$ cat src/rtl/pc_stack16.sv
// pc_stack16 -- 16-bit program counter with a small return-address stack.
//
// Each cycle accepts one command, chosen by priority ret > call > load > inc > hold:
//   ret  : pop the most recent return address into pc (underflow flag if empty)
//   call : push pc+1, then jump to d (overflow flag if full)
//   load : jump to d
//   inc  : pc <= pc + 1 (wraps 16'hFFFF -> 16'h0000 silently)
//
// Ports
//   clk      in   1   clock, all state on rising edge
//   rst_n    in   1   synchronous active-low reset
//   inc      in   1   advance pc
//   load     in   1   jump to d
//   call     in   1   push pc+1, jump to d
//   ret      in   1   pop into pc
//   d        in  16   jump/call target
//   pc       out 16   program counter (registered)
//   full     out  1   stack holds DEPTH entries
//   empty    out  1   stack holds no entries
//   ovf_err  out  1   sticky: call attempted while full
//   unf_err  out  1   sticky: ret attempted while empty
module pc_stack16 #(
  parameter int DEPTH = 4
) (
  input  logic        clk,
  input  logic        rst_n,
  input  logic        inc,
  input  logic        load,
  input  logic        call,
  input  logic        ret,
  input  logic [15:0] d,
  output logic [15:0] pc,
  output logic        full,
  output logic        empty,
  output logic        ovf_err,
  output logic        unf_err
);

  // sp counts 0..DEPTH inclusive, so it needs one more code than the entry index.
  localparam int SPW = $clog2(DEPTH + 1);
  localparam int AW  = (DEPTH > 1) ? $clog2(DEPTH) : 1;
  localparam logic [SPW-1:0] SP_ONE   = SPW'(1);
  localparam logic [SPW-1:0] SP_ZERO  = SPW'(0);
  localparam logic [SPW-1:0] SP_DEPTH = SPW'(DEPTH);

  logic [15:0]    pc_q, pc_d;
  logic [SPW-1:0] sp_q, sp_d;
  logic           ovf_q, ovf_d;
  logic           unf_q, unf_d;
  logic           push_s;
  logic [15:0]    pc_plus1_s;
  logic [SPW-1:0] sp_m1_s;
  logic [AW-1:0]  push_idx_s;
  logic [AW-1:0]  pop_idx_s;
  logic           full_s;
  logic           empty_s;

  logic [15:0]    stack_q [DEPTH];

  assign pc_plus1_s = pc_q + 16'd1;
  assign sp_m1_s    = sp_q - SP_ONE;
  // Indices are only used when sp is a legal slot (push: sp<DEPTH, pop: sp>0).
  assign push_idx_s = sp_q[AW-1:0];
  assign pop_idx_s  = sp_m1_s[AW-1:0];
  assign full_s     = (sp_q == SP_DEPTH);
  assign empty_s    = (sp_q == SP_ZERO);

  // Next-state decode with ret > call > load > inc > hold priority.
  always_comb begin
    pc_d   = pc_q;
    sp_d   = sp_q;
    ovf_d  = ovf_q;
    unf_d  = unf_q;
    push_s = 1'b0;
    if (ret) begin
      if (empty_s) begin
        unf_d = 1'b1;
      end else begin
        pc_d = stack_q[pop_idx_s];
        sp_d = sp_m1_s;
      end
    end else if (call) begin
      if (full_s) begin
        ovf_d = 1'b1;
      end else begin
        push_s = 1'b1;
        pc_d   = d;
        sp_d   = sp_q + SP_ONE;
      end
    end else if (load) begin
      pc_d = d;
    end else if (inc) begin
      pc_d = pc_plus1_s;
    end else begin
      pc_d = pc_q;
    end
  end

  // Control state: pc, stack pointer and sticky error flags.
  always_ff @(posedge clk) begin
    if (!rst_n) begin
      pc_q  <= 16'h0000;
      sp_q  <= SP_ZERO;
      ovf_q <= 1'b0;
      unf_q <= 1'b0;
    end else begin
      pc_q  <= pc_d;
      sp_q  <= sp_d;
      ovf_q <= ovf_d;
      unf_q <= unf_d;
    end
  end

  // Stack storage: no reset needed, entries at or above sp are never read.
  always_ff @(posedge clk) begin
    if (rst_n && push_s) begin
      stack_q[push_idx_s] <= pc_plus1_s;
    end
  end

  assign pc      = pc_q;
  assign full    = full_s;
  assign empty   = empty_s;
  assign ovf_err = ovf_q;
  assign unf_err = unf_q;

endmodule

$ cat config.mk
export PLATFORM = sky130hd
export DESIGN_NAME = pc_stack16
export DESIGN_NICKNAME = d
export VERILOG_FILES = /design/src/rtl/pc_stack16.sv
export SDC_FILE = /design/constraint.sdc
export NUM_CORES = 1
export LEC_CHECK = 0
export BUFFER_PORTS_ARGS = -buffer_cell sky130_fd_sc_hd__buf_2
export CORE_MARGIN = 2
export CORE_UTILIZATION = 48
export CTS_BUF_LIST = sky130_fd_sc_hd__clkbuf_16
export DETAILED_ROUTE_END_ITERATION = 8
export HOLD_SLACK_MARGIN = 0.08
export PLACE_DENSITY = 0.67
export SLEW_MARGIN = 20
export SYNTH_ARGS = -nofsm -noshare
export SYNTH_HDL_FRONTEND = slang
export SYNTH_SLANG_ARGS = --single-unit
$ cat constraint.sdc
create_clock -name clk -period 3.2 [get_ports clk]
set_input_delay 0.64 -clock clk [delete_from_list [all_inputs] [get_ports clk]]
set_output_delay 0.64 -clock clk [all_outputs]
set_load 0.02 [all_outputs]
Word-level counts from Yosys, hierarchy flattened:

Memories as Yosys holds them, arrays and structs flattened.
Index checks and enable logic that the tools add are counted.

* bits in registers: 21
* output and inout port bits: 20
* bits in writable memories: 64
* bits of input ports: 22
* memory bits (read-only): 0
* memories kept: 1
* latch bits: 0

Memories
* stack_q: depth 4, bits a word 16, rd ports 1, clocked after memory_dff 0, write ports 1, RTL line 58 `logic [15:0] stack_q [DEPTH];`

* reduce and logical (&&, ||, !) cells: 8
* shifts and indexed selects: 0
* eq/ne operators: 4
* multiply operators: 0
* order comparisons: 0
* div/mod/pow operators: 0
* bitwise logic cells: 1
* $add $sub $neg: 3
* multiplexer cells: 15

Operators with widths (count)
* two-way mux 16 bit: 6
* adder 16 x 1 -> 16 bit, second input constant: 1
* two-way mux 3 bit: 4
* AND reduction 3 bit: 3
* two-way mux 1 bit: 5
* inequality test 2 bit, second input constant: 2
* nonzero test 4 bit: 1
* adder 3 x 1 -> 3 bit, second input constant: 1
* equality test 3 bit, second input constant: 1
* logical NOT 3 bit: 1
* inequality test 3 bit, second input constant: 1
* subtractor 3 x 1 -> 3 bit, second input constant: 1
* AND reduction 2 bit: 1
* nonzero test 2 bit: 1
* logical AND 1 bit: 1
* inverter 1 bit: 1

Logic depth before layout (Yosys ltp):

Gate-level depths: netlist of the first run.

* depth after elaboration: 7
* mapped depth: 10

Worst setup path before layout of the first run:

OpenSTA, ideal clock, no wires.

* kind: register -> register
* start point: register sp_q[0]
* end point: memory stack_q[0][0] (enable)
* period minus slack after synthesis: 2.583 ns
* arrival time: 2.210 ns
* slack: 0.617 ns
* setup time: 0.374 ns
* stages on the path, launching flop included: 8
* path through: dfxtp_1 -> buf_4 -> buf_6 -> inv_1 -> ha_1 -> and2_1 -> nor4b_1 -> and2_1

* longest elaborated chain between the ends: 7

RTL lines
* from (decl): RTL line 47 `logic [SPW-1:0] sp_q, sp_d;`
* from (signal assigned): RTL line 108 `sp_q <= sp_d;`
* equality test 3 bit: RTL line 65 `assign full_s = (sp_q == SP_DEPTH);`
* named net full: RTL line 33 `output logic full,`
* two-way mux 1 bit: RTL line 83 `if (full_s) begin`
* two-way mux 1 bit: RTL line 82 `end else if (call) begin`
* two-way mux 1 bit: RTL line 75 `if (ret) begin`
* logical AND 1 bit: RTL line 116 `if (rst_n && push_s) begin`
* two-way mux 1 bit: RTL line 116
* two-way mux 1 bit (implied by the code): RTL line 117 `stack_q[push_idx_s] <= pc_plus1_s;`
* to (decl): RTL line 58

The timed path passes the listed nets, and every way through them passes these cells.

Worst setup path after layout of the first run:

* start point: register sp_q[1]
* end point: memory stack_q[0][3] (enable)

* longest elaborated chain between the ends: 7

RTL lines (RTL line)
* equality test 3 bit: 65
* two-way mux 1 bit: 83
* two-way mux 1 bit: 82
* two-way mux 1 bit: 75
* logical AND 1 bit: 116
* two-way mux 1 bit: 116
* two-way mux 1 bit (implied by the code): 117

Parallel ways exist; a longest one is shown, timed or not.

==> impl_metrics.tcl, run 1 <==
set metrics [dict create \
    status "finished, final reports clean" \
    power_density_nw_per_um2 898.9 \
    cts_max_path_buffers 2 \
    cap_viol_max_count 0 \
    dpl.hpwl_microns 6627 \
    drt_iter0_drc 293 \
    gp_congestion 0.8096 \
    cts_buffers 9 \
    drcViolationCount 0 \
    yosysWarnings 0 \
    r2r_start "sp_q[1]" \
    grt_max_degree 34 \
    grt_overflow 0 \
    final_cell_mix "edfxtp_1, buf_2, dfxtp_1, nor2_1, mux4_2" \
    antenna_found_initial 0 \
    drt-vias-per-instance 6.167 \
    cp-start-kind "flop" \
    die_area_sq_um 8952 \
    post_cts_resize_count 0 \
    register_area_sq_um 2342 \
    fin_skew_ns 0.01104 \
    cts_sinks 85 \
    setup_viol 0 \
    antenna_cells 0 \
    root_buffer "clkbuf_16" \
    ios 42 \
    worstSetupPathType "reg2reg" \
    cts.clk_slew.worst_paths_ns 0.06 \
    firstDrtPassIters 4 \
    drive_gt1_share_pct 25.07 \
    std_cell_rows 33 \
    r2r_setup_slack_ns 0.64 \
    seq_area_frac_synth_pct 59.43 \
    globalRouteTotalUtil_pct 23.08 \
    leakage_nw 1.693 \
    ctsHtreeMaxLevel 3 \
    wl_per_cell_microns 21.77 \
    multi_input_area_sq_um 1476 \
    dieHeight_microns 94.62 \
    worstPathArrival_ns 2.58 \
    synth_ff_type "edfxtp_1" \
    insertion_delay_ns 0.33 \
    yosysUniqueCellTypes 56 \
    nNetsFinal 366 \
    synth_edf_count 64 \
    holdPathEnd "ovf_err" \
    tritoncts "yes" \
    start_util_pct 48.70 \
    syn_area_per_cell_sq_um 13.41 \
    cts_setup_buffers 0 \
    grt_pass1_vias 2630 \
    async_reset_ff_share_pct 0 \
    fillCellCount 688 \
    dp.cells 432 \
    r2r-end "stack_q[0][3]" \
    final_cell_count_no_fill 448 \
    rsz0062_at_grt "false" \
    die_w_microns 94.62 \
    dr_total_vias 2763 \
    fin_tns_setup_ns 0 \
    routed_wl_microns 9752 \
    crit_fanout 12 \
    synth_cells 294 \
    holdCritPathClass "reg2reg" \
    hold_path_depth 2 \
    synth-seq-cells 85 \
    hold_viol 0 \
    syn_nets 322 \
    areaGrowthSynthToFinish_pct 16.16 \
    slew-limit-headroom_pct 47.63 \
    worstMarginPinSlew_ns 0.7746 \
    fmax_mhz 390.1 \
    cp-end-kind "flop" \
    min_period_ns 2.564 \
    rr_worst_depth 6 \
    ant_nets 0 \
    drv_slew 0 \
    worstHoldStart "ovf_err" \
    core-area_sq_um 8093 \
    cp.required_ns 3.22 \
    min_period_over_period_pct 80.12 \
    cts.hold.buffers_added 0 \
    final_common_cell "edfxtp_1" \
    io_buffers 41 \
    vdd_drop_max_mv 0.4115 \
    grt_pass1_wl_microns 14830 \
    syn_area_sq_um 3941 \
]
-- through the flow --
| stage | hold WS, ns | setup slack [ns] | cell area, sq um | utilization [%] | power (W) |
|---|---|---|---|---|---|
| finish | 0.4491 | 0.6363 | 4578 | 56.57 | 0.004115 |
| global route | 0.4811 | 0.5075 | 4578 | 56.57 | 0.004302 |
| CTS | 0.4563 | 0.6530 | 4578 | 56.57 | 0.004124 |
| detailed placement | 0.4457 | 0.4776 | 4260 | 52.64 | 0.003013 |
| global placement | 0.4392 | 0.5632 | 4260 | 52.64 | 0.003003 |
| floorplan | 0.5222 | 0.6166 | 3941 | - | 0.002595 |
-- where the power goes --
group | switching [W] | internal (W)
combinational | 0.000826 | 0.000574
sequential | 0.000180 | 0.00143
clock | 0.000420 | 0.000682
-- metal layers --
layer	share of wire, %	track usage (%)	vias up
met3	7.3	4.070	10
met5	0	0	-
met2	48	35.58	143
met4	1.8	9.300	0
met1	43	32.66	1378
li1	-	-	1232
-- flip-flops by register name (all words and copies together) (netlist names) --
| register | flops |
|---|---|
| ovf_err | 1 |
| sp_q | 3 |
| unf_err | 1 |
| stack_q | 64 |
| pc | 16 |
-- synthesized netlist by cell type (all sizes together), types with 7 or more instances --
cell type | number | share of area [%]
edfxtp | 64 | 49
dfxtp | 21 | 11
nor2 | 20 | 1.9
mux4 | 16 | 9.1
o21ai | 15 | 1.9
a21oi | 14 | 1.8
nand2 | 13 | 1.2
buf | 10 | 1.5
inv | 10 | 0.95
a32o | 7 | 1.8
clkbuf | 7 | 0.70
nand3 | 7 | 0.89
xor2 | 7 | 1.6
-- worst max-delay path, stage by stage, from the launching register on --
cell,delay [ns]
dfxtp_1,0.36
inv_1,0.11
ha_1,0.27
and2_1,0.20
nor4b_1,0.68
and2_1,0.36
buf_4,0.27
-- worst max path at each step --
stage               startpoint             end  slack [ns]
global placement         rst_n  stack_q[0][11]        0.56
global route           sp_q[1]   stack_q[0][3]        0.51
finish                 sp_q[1]   stack_q[0][3]        0.64
detailed placement       rst_n   stack_q[0][6]        0.48
CTS                    sp_q[1]   stack_q[0][9]        0.65
floorplan              sp_q[0]   stack_q[0][0]        0.62
-- layout make-up --
type	instances	area share (%)
clock buffer	9	4.919
sequential	85	51.16
tap	105	2.870
inverter	10	0.8199
clock inverter	7	2.022
multi-input combinational	182	32.25
timing repair buffer	50	5.958
-- logic make-up after synthesis --
| family | Yosys count | share of synthesized area (%) |
|---|---|---|
| XOR/XNOR | 13 | 2.889 |
| AO/OA/AOI/OAI | 65 | 11.59 |
| buffers and inverters | 27 | 3.111 |
| AND/OR/NAND/NOR | 79 | 11.14 |
| multiplexers | 19 | 9.937 |
| flip-flops | 85 | 59.43 |
| adder cells (fa/ha/maj) | 6 | 1.905 |
Note: power is estimated with default switching activity, not from simulation.
==> inputs of run 2 (changes only) <==
PLACE_DENSITY = 0.7   (was 0.67)
clock period = 2.3 ns   (was 3.2 ns; I/O delays follow)
==> run 2 against run 1 <==
Sequential share of layout area shrank 0.24 points. Global-route usage shrank 1.6 points. Core utilization grew 0.26 points. Largest cell class unchanged. Critical path depth shrank 1. Combinational power grew 39%. Clock power grew 38%. Final cell count grew 0.22%. Clock-buffer cell count is the same. Die area is the same. First-iteration DRC count shrank 16%. Worst hold slack lost 0.0054 ns.
==> impl_metrics.tcl, run 2 (synthesis gave the netlist of run 1 again) <==
set metrics [dict create \
    antenna_cells 0 \
    cp.required_ns 2.31 \
    dpl.hpwl_microns 5791 \
    ios 42 \
    crit_cells 5 \
    cpPeakStageDelay_ns 0.42 \
    r2r-end "stack_q[2][12]" \
    power_density_nw_per_um2 1235 \
    r2r_setup_slack_ns 0.22 \
    insertion_delay_ns 0.33 \
    dieHeight_microns 94.62 \
    core-area_sq_um 8093 \
    cts.clk_slew.worst_paths_ns 0.06 \
    die_area_sq_um 8952 \
    die_w_microns 94.62 \
    cp-start-kind "flop" \
    reg.largest.list "stack_q x64, pc x16, sp_q x3" \
    cts.hold.buffers_added 0 \
    grt_pass1_wl_microns 14070 \
    drt_iter0_drc 245 \
    r2r_start "sp_q[1]" \
    ant_nets 0 \
    fmax_mhz 480.2 \
    dp_slack_ns 0.2346 \
    ctsHtreeMaxLevel 3 \
    nNetsFinal 367 \
    start_util_pct 48.70 \
    setup_viol 0 \
    fin_skew_ns 0.005003 \
    power_w 0.005681 \
    areaGrowthSynthToFinish_pct 16.70 \
    cts_sinks 85 \
    top_register "stack_q" \
    dr_total_vias 2662 \
    crit_buf_inv 1 \
    final_cell_mix "edfxtp_1, buf_2, dfxtp_1, nor2_1, mux4_2" \
    leakage_nw 1.696 \
    drv_slew 0 \
    rr_worst_depth 5 \
    grt_overflow 0 \
    rsz0062_at_grt "false" \
    drt-vias-per-instance 5.929 \
    post_cts_resize_count 0 \
    fin_tns_setup_ns 0 \
    min_period_ns 2.083 \
    io_buffers 41 \
    std_cell_rows 33 \
    worstHoldStart "ovf_err" \
    cts_setup_buffers 0 \
    cp-end-kind "flop" \
    crit_slowest_cell "nor4b_2" \
    antenna_found_initial 0 \
    largest_reg_flops 64 \
    status "finished, final reports clean" \
    fillCellCount 647 \
    worstSetupPathType "reg2reg" \
    holdCritPathClass "reg2reg" \
    drcViolationCount 0 \
    firstDrtPassIters 4 \
    holdPathEnd "ovf_err" \
    slew-limit-headroom_pct 49.58 \
    worstPathArrival_ns 2.09 \
    cts_max_path_buffers 2 \
    worstMarginPinSlew_ns 0.7563 \
    root_buffer "clkbuf_16" \
    routed_wl_microns 8938 \
    cap_viol_max_count 0 \
    crit_family "simple AND/OR/NAND/NOR gates" \
    cts_buffers 9 \
    tritoncts "yes" \
    worstPathCellList "inv_1 > ha_1 > and2_1 > nor4b_2 > and2_4" \
    globalRouteTotalUtil_pct 21.53 \
    vdd_drop_max_mv 0.5588 \
    min_period_over_period_pct 90.54 \
    drive_gt1_share_pct 27.03 \
    hold_viol 0 \
    wl_per_cell_microns 19.91 \
    crit_fanout 16 \
    final_common_cell "edfxtp_1" \
    gp_congestion 0.8380 \
    grt_pass1_vias 2610 \
    setup_ws_ns 0.2175 \
    grt_max_degree 22 \
    hold_path_depth 2 \
]
## run 2: cell count changes in the layout (fill, tap and decap cells not counted), sizes merged
cell | before | now
inv | 13 | 10
buf | 50 | 51
clkinv | 1 | 4
## run 2: worst max-delay path by stage
stage             from              to  slack, ns
2_1_floorplan  sp_q[0]   stack_q[0][0]     0.0007
3_3_place_gp       ret           pc[0]       0.25
3_5_place_dp       ret           pc[5]       0.23
4_1_cts        sp_q[0]   stack_q[0][8]       0.22
5_1_grt        sp_q[1]   stack_q[2][8]       0.11
6_report       sp_q[1]  stack_q[2][12]       0.22
## run 2: routing by layer
metal	GRT usage, %	vias up	wire (microns)
li1	-	1226	-
met5	0	-	0
met4	7.488	0	135
met1	28.96	1339	3818
met2	35.28	85	4495
met3	3.990	12	489
## run 2: worst register-to-register path, cell delays in order (launching register included)
cell	delay, ns
dfxtp_1	0.36
inv_1	0.10
ha_1	0.26
and2_1	0.20
nor4b_2	0.42
and2_4	0.41
## run 2: metrics by stage
step / instance area (sq um) / util (%) / hold WS (ns) / instances
after floorplan: 3958 / - / 0.5222 / 294
after global placement: 4284 / 52.94 / 0.4341 / 433
after detailed placement: 4284 / 52.94 / 0.4386 / 433
after CTS: 4599 / 56.83 / 0.4484 / 449
after global routing: 4599 / 56.83 / 0.4838 / 449
final: 4599 / 56.83 / 0.4437 / 449
## run 2: where the power goes
| part | internal, W | leakage [nW] | switching [W] | total (W) |
|---|---|---|---|---|
| clock | 0.000945 | 0.153 | 0.000575 | 0.00152 |
| sequential | 0.00199 | 0.761 | 0.000232 | 0.00222 |
| combinational | 0.000841 | 0.783 | 0.00110 | 0.00194 |
## run 2: final cells by class
cell class / count / area [sq um] / share of cell area (%)
Clock buffer: 9 / 225.2 / 4.897
Sequential cell: 85 / 2342 / 50.93
Timing Repair Buffer: 51 / 280.3 / 6.094
Multi-Input combinational cell: 182 / 1493 / 32.45
Clock inverter: 7 / 90.09 / 1.959
Tap cell: 105 / 131.4 / 2.856
Inverter: 10 / 37.54 / 0.8161
==> inputs of run 3 (changes only) <==
CORE_MARGIN = 4   (was 2)
==> run 3 against run 2 <==
Die area rose by 8.6%. Combinational power hardly changed. Setup slack got worse by 0.038 ns.
==> impl_metrics.tcl, run 3 (synthesis gave the netlist of run 1 again) <==
set metrics [dict create \
    wl_per_cell_microns 20.38 \
    global_route.usage.met1_pct 25.38 \
    crit_start "sp_q[1]" \
    fin_tns_setup_ns 0 \
    holdCritPathClass "reg2reg" \
    vdd_drop_max_mv 0.5013 \
    fin_util_pct 57.91 \
    worstSetupPathType "reg2reg" \
    grt_pass1_vias 2657 \
    worstHoldStart "ovf_err" \
    grt_max_degree 33 \
    cts_buffers 9 \
    post_cts_resize_count 0 \
    ios 42 \
    register_area_sq_um 2342 \
    r2r_start "sp_q[1]" \
    multi_input_area_sq_um 1493 \
    drcViolationCount 0 \
    routed_wl_microns 9030 \
    cts_max_path_buffers 2 \
    gp_congestion 0.8471 \
    cap_viol_max_count 0 \
    firstDrtPassIters 7 \
    power_density_nw_per_um2 1218 \
    tritoncts "yes" \
    cp.required_ns 2.52 \
    hold-worst-slack_ns 0.4660 \
    leakage_nw 1.681 \
    grt_pass1_wl_microns 14390 \
    rr_worst_depth 6 \
    drt-vias-per-instance 5.914 \
    ctsHtreeMaxLevel 3 \
    reg.largest.list "stack_q x64, pc x16, sp_q x3" \
    cp-start-kind "flop" \
    core-area_sq_um 7848 \
    final_common_cell "edfxtp_1" \
    top_register "stack_q" \
    antenna_found_initial 0 \
    min_period_ns 2.121 \
    status "finished, final reports clean" \
    drt_iter0_drc 241 \
    dieHeight_microns 98.62 \
    grt_overflow 0 \
    largest_reg_flops 64 \
    hold_path_depth 2 \
    drv_slew 0 \
    gr-usage-met2_pct 32.03 \
    worstPathArrival_ns 2.34 \
    start_util_pct 50.22 \
    rsz0062_at_grt "false" \
    hold_viol 0 \
    globalRouteTotalUtil_pct 19.37 \
    fillCellCount 661 \
    drive_gt1_share_pct 26.10 \
    fmax_mhz 471.6 \
    final_cell_mix "edfxtp_1, buf_2, dfxtp_1, nor2_1, mux4_2" \
    cp-end-kind "flop" \
    top_usage_layer "met2" \
    nNetsFinal 364 \
    cts.hold.buffers_added 0 \
    crit_fanout 9 \
    cts_setup_buffers 0 \
    dr_total_vias 2620 \
    final_area_sq_um 4544 \
    cts_sinks 85 \
    die_w_microns 98.62 \
    setup_viol 0 \
    antenna_cells 0 \
    io_buffers 41 \
    slew-limit-headroom_pct 51.70 \
    dpl.hpwl_microns 6110 \
    root_buffer "clkbuf_16" \
    cts.clk_slew.worst_paths_ns 0.06 \
    areaGrowthSynthToFinish_pct 15.30 \
    place_area_sq_um 4258 \
    fin_skew_ns 0.008926 \
    worstMarginPinSlew_ns 0.7245 \
    insertion_delay_ns 0.33 \
    die_area_sq_um 9725 \
    min_period_over_period_pct 92.20 \
    std_cell_rows 32 \
    met3_usage_pct 3.397 \
    ant_nets 0 \
]
run 3: cell count changes in the layout (fill, tap and decap cells not counted):
cell,change
buf_4,-3
clkinv_2,+1
inv_1,+2
clkinv_1,-1
bufinv_16,-1
clkinvlp_4,-1
run 3: critical path: stages, from the launching register on:
cell and delay (ns):
dfxtp_1 0.36, inv_1 0.10, ha_1 0.60, mux4_2 0.36, nand2b_1 0.17, a32o_1 0.26, a21o_1 0.15
run 3: area by class of cell:
| type | instances | share of cell area (%) |
|---|---|---|
| multi-input combinational | 182 | 32.85 |
| clock inverter | 7 | 1.349 |
| timing repair buffer | 48 | 5.672 |
| clock buffer | 9 | 4.956 |
| sequential | 85 | 51.54 |
| tap | 102 | 2.808 |
| inverter | 10 | 0.8260 |
run 3: stage by stage:
step	power [W]	worst slack, ns	std cells
floorplan	0.003621	0.0007230	294
global placement	0.004134	0.2846	427
detailed placement	0.004191	0.2055	427
CTS	0.005576	0.1978	443
global route	0.005845	0.07440	443
finish	0.005533	0.1793	443
run 3: final timing paths:
path | end | slack [ns]
worst max register to register | pc[13] | 0.18
worst min-delay path | ovf_err | 0.47
worst min register to register | ovf_err | 0.47
worst max-delay path | pc[13] | 0.18
run 3: per-layer routing:
| metal | part of all wire (%) | wire [microns] | vias to the layer above |
|---|---|---|---|
| li1 | - | - | 1222 |
| met1 | 42 | 3808 | 1305 |
| met2 | 51 | 4607 | 84 |
| met3 | 6.0 | 541 | 9 |
| met4 | 0.81 | 73 | 0 |
| met5 | 0 | 0 | - |
run 3: where the power goes:
part	switching, W	total (W)	internal [W]	leakage, nW
combinational	0.00111	0.00193	0.000822	0.769
sequential	0.000230	0.00222	0.00199	0.761
clock	0.000548	0.00138	0.000829	0.152
total	0.00189	0.00553	0.00364	1.68
